<file path="src/rtl/mavg_pkg.sv">
// Shared constants for the 3-tap moving-sum filter and its inverse.
package mavg_pkg;

  localparam int DATA_W_DEF = 8;
  localparam int SUM_W_DEF  = 10;
  localparam int TAPS       = 3;

  localparam logic [0:0] ST_RUN   = 1'b0;
  localparam logic [0:0] ST_FLUSH = 1'b1;

  function automatic int sat_hi(input int w);
    return (1 << (w - 1)) - 1;
  endfunction

  function automatic int sat_lo(input int w);
    return -(1 << (w - 1));
  endfunction

  localparam int SAT_HI = sat_hi(DATA_W_DEF);
  localparam int SAT_LO = sat_lo(DATA_W_DEF);

endpackage

</file>
<file path="src/rtl/mavg_out_stage.sv">
// Single output register with valid/ready hold; accepts a new word whenever
// the register is empty or being drained this cycle.
module mavg_out_stage #(
  parameter int W = 8
) (
  input  logic         clk,
  input  logic         rst_n,
  input  logic         ld_i,
  input  logic [W-1:0] d_i,
  input  logic         rdy_i,
  output logic [W-1:0] q_o,
  output logic         vld_o,
  output logic         can_ld_o
);

  logic [W-1:0] q_q, q_d;
  logic         vld_q, vld_d;

  assign can_ld_o = !vld_q || rdy_i;

  always_comb begin
    q_d   = q_q;
    vld_d = vld_q;
    if (ld_i) begin
      q_d   = d_i;
      vld_d = 1'b1;
    end else if (rdy_i) begin
      vld_d = 1'b0;
    end
  end

  always_ff @(posedge clk or negedge rst_n) begin
    if (!rst_n) begin
      q_q   <= '0;
      vld_q <= 1'b0;
    end else begin
      q_q   <= q_d;
      vld_q <= vld_d;
    end
  end

  assign q_o   = q_q;
  assign vld_o = vld_q;

endmodule

</file>
<file path="src/rtl/moving_avg_inv.sv">
// Inverse 3-tap moving-sum: x[n] = s[n] - x[n-1] - x[n-2], valid/ready output.
// MOVING_AVG_INV_SAT_EN: saturate out-of-range samples instead of wrapping.
module moving_avg_inv
  import mavg_pkg::*;
#(
  parameter int DATA_W = DATA_W_DEF,
  parameter int SUM_W  = SUM_W_DEF
) (
  input  logic              clk,
  input  logic              rst,
  input  logic              resync,
  input  logic [SUM_W-1:0]  sum_in,
  input  logic              in_valid,
  output logic              in_ready,
  output logic [DATA_W-1:0] num_out,
  output logic              out_valid,
  input  logic              out_ready,
  output logic              ovf,
  output logic [7:0]        ovf_cnt
);

  localparam int XW = SUM_W + 1 - DATA_W;

  logic [0:0]              st_q, st_d;
  logic [DATA_W-1:0]       h1_q, h1_d, h2_q, h2_d;
  logic                    ovf_q, ovf_d;
  logic [7:0]              cnt_q, cnt_d;
  logic signed [SUM_W:0]   d;
  logic [DATA_W-1:0]       x;
  logic                    ovr, acc, can_ld;

  // One extra bit keeps sum - h1 - h2 exact for any legal operands.
  assign d = $signed({sum_in[SUM_W-1], sum_in})
           - $signed({{XW{h1_q[DATA_W-1]}}, h1_q})
           - $signed({{XW{h2_q[DATA_W-1]}}, h2_q});

  assign ovr = (int'(d) > sat_hi(DATA_W)) || (int'(d) < sat_lo(DATA_W));

`ifdef MOVING_AVG_INV_SAT_EN
  assign x = !ovr     ? d[DATA_W-1:0] :
             d[SUM_W] ? {1'b1, {(DATA_W-1){1'b0}}} :
                        {1'b0, {(DATA_W-1){1'b1}}};
`else
  assign x = d[DATA_W-1:0];
`endif

  assign in_ready = (st_q == ST_RUN) && !resync && can_ld;
  assign acc      = in_valid && in_ready;

  always_comb begin
    st_d  = st_q;
    h1_d  = h1_q;
    h2_d  = h2_q;
    ovf_d = ovf_q;
    cnt_d = cnt_q;
    if (resync) begin
      st_d  = ST_FLUSH;
      h1_d  = '0;
      h2_d  = '0;
      ovf_d = 1'b0;
      cnt_d = '0;
    end else begin
      if (st_q == ST_FLUSH && !(out_valid && !out_ready)) st_d = ST_RUN;
      if (acc) begin
        // History tracks the emitted value so the encoder and decoder stay aligned.
        h2_d = h1_q;
        h1_d = x;
        if (ovr) begin
          ovf_d = 1'b1;
          if (cnt_q != 8'hFF) cnt_d = cnt_q + 8'd1;
        end
      end
    end
  end

  always_ff @(posedge clk or negedge rst) begin
    if (!rst) begin
      st_q  <= ST_RUN;
      h1_q  <= '0;
      h2_q  <= '0;
      ovf_q <= 1'b0;
      cnt_q <= '0;
    end else begin
      st_q  <= st_d;
      h1_q  <= h1_d;
      h2_q  <= h2_d;
      ovf_q <= ovf_d;
      cnt_q <= cnt_d;
    end
  end

  mavg_out_stage #(.W(DATA_W)) u_out (
    .clk      (clk),
    .rst_n    (rst),
    .ld_i     (acc),
    .d_i      (x),
    .rdy_i    (out_ready),
    .q_o      (num_out),
    .vld_o    (out_valid),
    .can_ld_o (can_ld)
  );

  assign ovf     = ovf_q;
  assign ovf_cnt = cnt_q;

endmodule

</file>
<file path="config.mk">
export PLATFORM = sky130hd
export DESIGN_NAME = moving_avg_inv
export DESIGN_NICKNAME = d
export VERILOG_FILES = /design/src/rtl/mavg_pkg.sv /design/src/rtl/mavg_out_stage.sv /design/src/rtl/moving_avg_inv.sv
export SDC_FILE = /design/constraint.sdc
export NUM_CORES = 1
export LEC_CHECK = 0
export BUFFER_PORTS_ARGS = -buffer_cell sky130_fd_sc_hd__buf_2
export CELL_PAD_IN_SITES_DETAIL_PLACEMENT = 1
export CELL_PAD_IN_SITES_GLOBAL_PLACEMENT = 2
export CORE_UTILIZATION = 38
export DETAILED_ROUTE_END_ITERATION = 10
export GPL_ROUTABILITY_DRIVEN = 0
export PLACE_DENSITY = 0.89
export SLEW_MARGIN = 20
export SYNTH_ARGS = -nofsm -noshare
export SYNTH_HDL_FRONTEND = slang
export SYNTH_SLANG_ARGS = --single-unit
</file>
<file path="constraint.sdc">
create_clock -name clk -period 8.8 [get_ports clk]
set_clock_uncertainty 0.2 [all_clocks]
set_input_delay 0.44 -clock clk [delete_from_list [all_inputs] [get_ports clk]]
set_output_delay 0.44 -clock clk [all_outputs]
set_load 0.01 [all_outputs]
</file>
==> flow_metrics.tcl <==
set metrics [dict create \
    maxClockFrequency_mhz 261 \
    worst_setup_path_startpoint "h1_q[7]" \
    clockBufferDepth 2 \
    setup_total_negative_slack_ns 0 \
    post_cts_setup_repair_bufs 0 \
    antenna_left 0 \
    maxSlewViolCount 0 \
    postSynthCellCount 242 \
    yosys_warnings 0 \
    vias 1832 \
    count_of_routing_violations_after_the_opening_detailed_route_iteration 58 \
    timing.final.crit_share 0.436 \
    drv.max_cap_violation_count 0 \
    cell_mode_on_critical_path "sky130_fd_sc_hd__inv_1" \
    rsz0062_at_grt "false" \
    worstSetupStartpointType "flop" \
    power.static_leakage_nw 1.19 \
    groute.usage.overall 0.192 \
    post_drt_via_cell_ratio 5.29 \
    insertedDiodeCount 0 \
    synth_seq_area_share 0.383 \
    dp_hpwl_um 4020 \
    cell_depth_of_the_worst_flop_to_flop_path 11 \
    ctsHtreeMaxLevel 2 \
    multi_input_comb_area_um2 1270 \
    post-route-min-period_ns 3.84 \
    maximum_number_of_pins_on_one_net_before_global_route_repair 36 \
    number_of_hold_violations_in_the_final_report 0 \
    max_slew.worst_pin.slew_ns 0.796 \
    cp-endpoint "ovf_cnt[5]" \
    dieArea_um2 6330 \
    num-fill-cells 670 \
    cp_data_required_time_ns 8.77 \
    crit_path_cell_trace "inv_1, fa_1, ha_1, inv_1, o21bai_1, o41ai_4, xnor2_1, or3_1, mux2i_2, nor3_1, mux2_2" \
    drive_gt1_frac 0.190 \
    critPathMaxFanout 14 \
    io_buffer_count 33 \
    grt_first_pass_wirelength_um 9330 \
    peak_supply_drop_mv 0.110 \
    post-route-drc-count 0 \
    powerDensity_nw_per_um2 195 \
    num_io_pins 34 \
    r2r_setup_slack_ns 4.96 \
    area_delta_synth_final_pct 14.3 \
    critPathKind "flop to flop" \
    slew_headroom 0.469 \
    place_inst 338 \
    crit_path_max_incr_delay_ns 0.55 \
    use_met1 0.229 \
    global_route.overflow_total 0 \
    clkSlewWorstSetupHoldPaths_ns 0.08 \
    synth.lib_cells_used.distinct 46 \
    clock_insertion_delay_worst_skew_ns 0.29 \
    run_status "completed" \
    arrival_time_reported_for_the_critical_path_endpoint_ns 3.80 \
    cp_slowest_cell "sky130_fd_sc_hd__mux2i_2" \
    post_cts_hold_buffer_count 0 \
    clock_tree.root_cell "sky130_fd_sc_hd__clkbuf_8" \
    critical_path.reg2reg.endpoint "ovf_cnt[5]" \
    cts_repair_resize_count 0 \
    routed_wirelength_um 5450 \
    postSynth.asyncResetShare 1.00 \
    ys_ff_latch 35 \
    number_of_flops_mapped_to_enable_cells_by_yosys 0 \
    hold_path_class "input pin to async pin" \
    yosys_most_used_dff "sky130_fd_sc_hd__dfrtp_1" \
    wire_per_inst_um 15.7 \
    drtPass1Iterations 4 \
    syn-num-nets 280 \
    cts_made_buffers 5 \
    critical_path.endpoint_type "flop" \
    globalRouteMet3Util 0.0389 \
    design.final.nets 311 \
    finish.cell_count_without_fillers 346 \
    syn_area_um2 2280 \
    seq_area_um2 876 \
    met2_usage 0.342 \
    die_h_um 79.5 \
    clock_sinks 35 \
    grt_pass1_vias 1976 \
    cts_tree "yes" \
    r2r_startpoint "h1_q[7]" \
    floorplan.initialDensity 0.405 \
    globalRoute.busiestLayer "met2" \
    grt_antenna_before_repair 0 \
    syn-mean-instance-area_um2 9.44 \
    placementRows 27 \
    core_area_um2 5640 \
    die_w_um 79.5 \
    setup_violations 0 \
    finalPower_mw 0.509 \
]
==> worst max-delay path: cells and delay by family (launching register included) <==
family	cells	cell delay [ns]
fa+ha+maj	2	0.87
mux	2	0.85
simple gates	2	0.52
compound gates	2	0.42
flops	1	0.42
buf+inv	2	0.29
xor+xnor	1	0.16
==> registers in the layout (all words and copies together) (netlist names) <==
signal,cells
u_out.vld_o,1
ovf,1
u_out.q_o,8
ovf_cnt,8
h1_q,8
h2_q,8
st_q,1
==> cells in the mapped netlist (4+ instances only) <==
cell / count / area [um^2]
sky130_fd_sc_hd__nor2_1: 16 / 60.1
sky130_fd_sc_hd__nand3_1: 11 / 55.1
sky130_fd_sc_hd__dfrtp_1: 35 / 876
sky130_fd_sc_hd__nor3_1: 4 / 20.0
sky130_fd_sc_hd__ha_1: 13 / 163
sky130_fd_sc_hd__nor2b_1: 5 / 31.3
sky130_fd_sc_hd__clkbuf_1: 7 / 26.3
sky130_fd_sc_hd__o31ai_1: 10 / 75.1
sky130_fd_sc_hd__or3_1: 4 / 25.0
sky130_fd_sc_hd__xor2_1: 5 / 43.8
sky130_fd_sc_hd__a21o_1: 4 / 30.0
sky130_fd_sc_hd__nand2_1: 36 / 135
sky130_fd_sc_hd__a21oi_1: 14 / 70.1
sky130_fd_sc_hd__inv_1: 24 / 90.1
sky130_fd_sc_hd__fa_1: 10 / 200
==> through the flow <==
step | hold slack, ns | utilization | worst slack (ns) | cell area, um^2
CTS | 0.0555 | 0.463 | 4.94 | 2610
detailed placement | 0.267 | 0.443 | 4.87 | 2500
floorplan | -0.0556 | - | 5.46 | 2280
global placement | 0.259 | 0.443 | 4.99 | 2500
global route | 0.0905 | 0.463 | 4.71 | 2610
finish | 0.0310 | 0.463 | 4.96 | 2610
==> cells by family (layout without fill, tap and decap cells) <==
| family | after synthesis | in the layout | synth area share |
|---|---|---|---|
| compound gates | 46 | 46 | 0.152 |
| xor+xnor | 8 | 8 | 0.0307 |
| fa+ha+maj | 23 | 23 | 0.159 |
| buf+inv | 34 | 66 | 0.0608 |
| flops | 35 | 35 | 0.383 |
| mux | 6 | 6 | 0.0307 |
| simple gates | 90 | 90 | 0.184 |
==> power by group <==
part	total [mW]	internal (mW)	switching, mW
logic	0.175	0.0709	0.104
clock network	0.146	0.0844	0.0618
registers	0.188	0.177	0.0105
==> final cells by class <==
type	instances	area share
tap	72	0.0345
sequential	35	0.335
clock inverter	3	0.0168
multi-input combinational	173	0.486
inverter	24	0.0345
clock buffer	5	0.0264
timing repair buffer	34	0.0661
==> layer usage <==
metal / vias up / part of all wire
li1: 887 / -
met1: 908 / 0.43
met2: 31 / 0.52
met3: 6 / 0.031
met4: 0 / 0.012
met5: - / 0
==> layout by cell type (no fill, tap or decap), drive strengths merged, types with 3 or more instances in the layout <==
master  Yosys  routed
nor2       17      17
o31ai      10      10
mux2i       4       4
nand2b      3       3
nand3      11      11
xnor2       3       3
or4         3       3
xor2        5       5
nor2b       5       5
ha         13      13
a21o        4       4
clkbuf      7       5
nor3        4       4
a21oi      15      15
nand2      36      36
buf         3      34
dfrtp      35      35
inv        24      24
fa         10      10
or3         4       4
==> worst min-delay path by stage <==
stage / start / to / slack [ns] / cells after the start
after floorplan: rst / h1_q[0] / -0.06 / 0
after global placement: u_out.q_o[1] / u_out.q_o[1] / 0.26 / 2
after detailed placement: st_q / st_q / 0.27 / 2
after CTS: rst / h2_q[0] / 0.06 / 1
after global routing: rst / h2_q[0] / 0.09 / 1
final: rst / h2_q[0] / 0.03 / 1
Power figures use the tool's default switching activity.
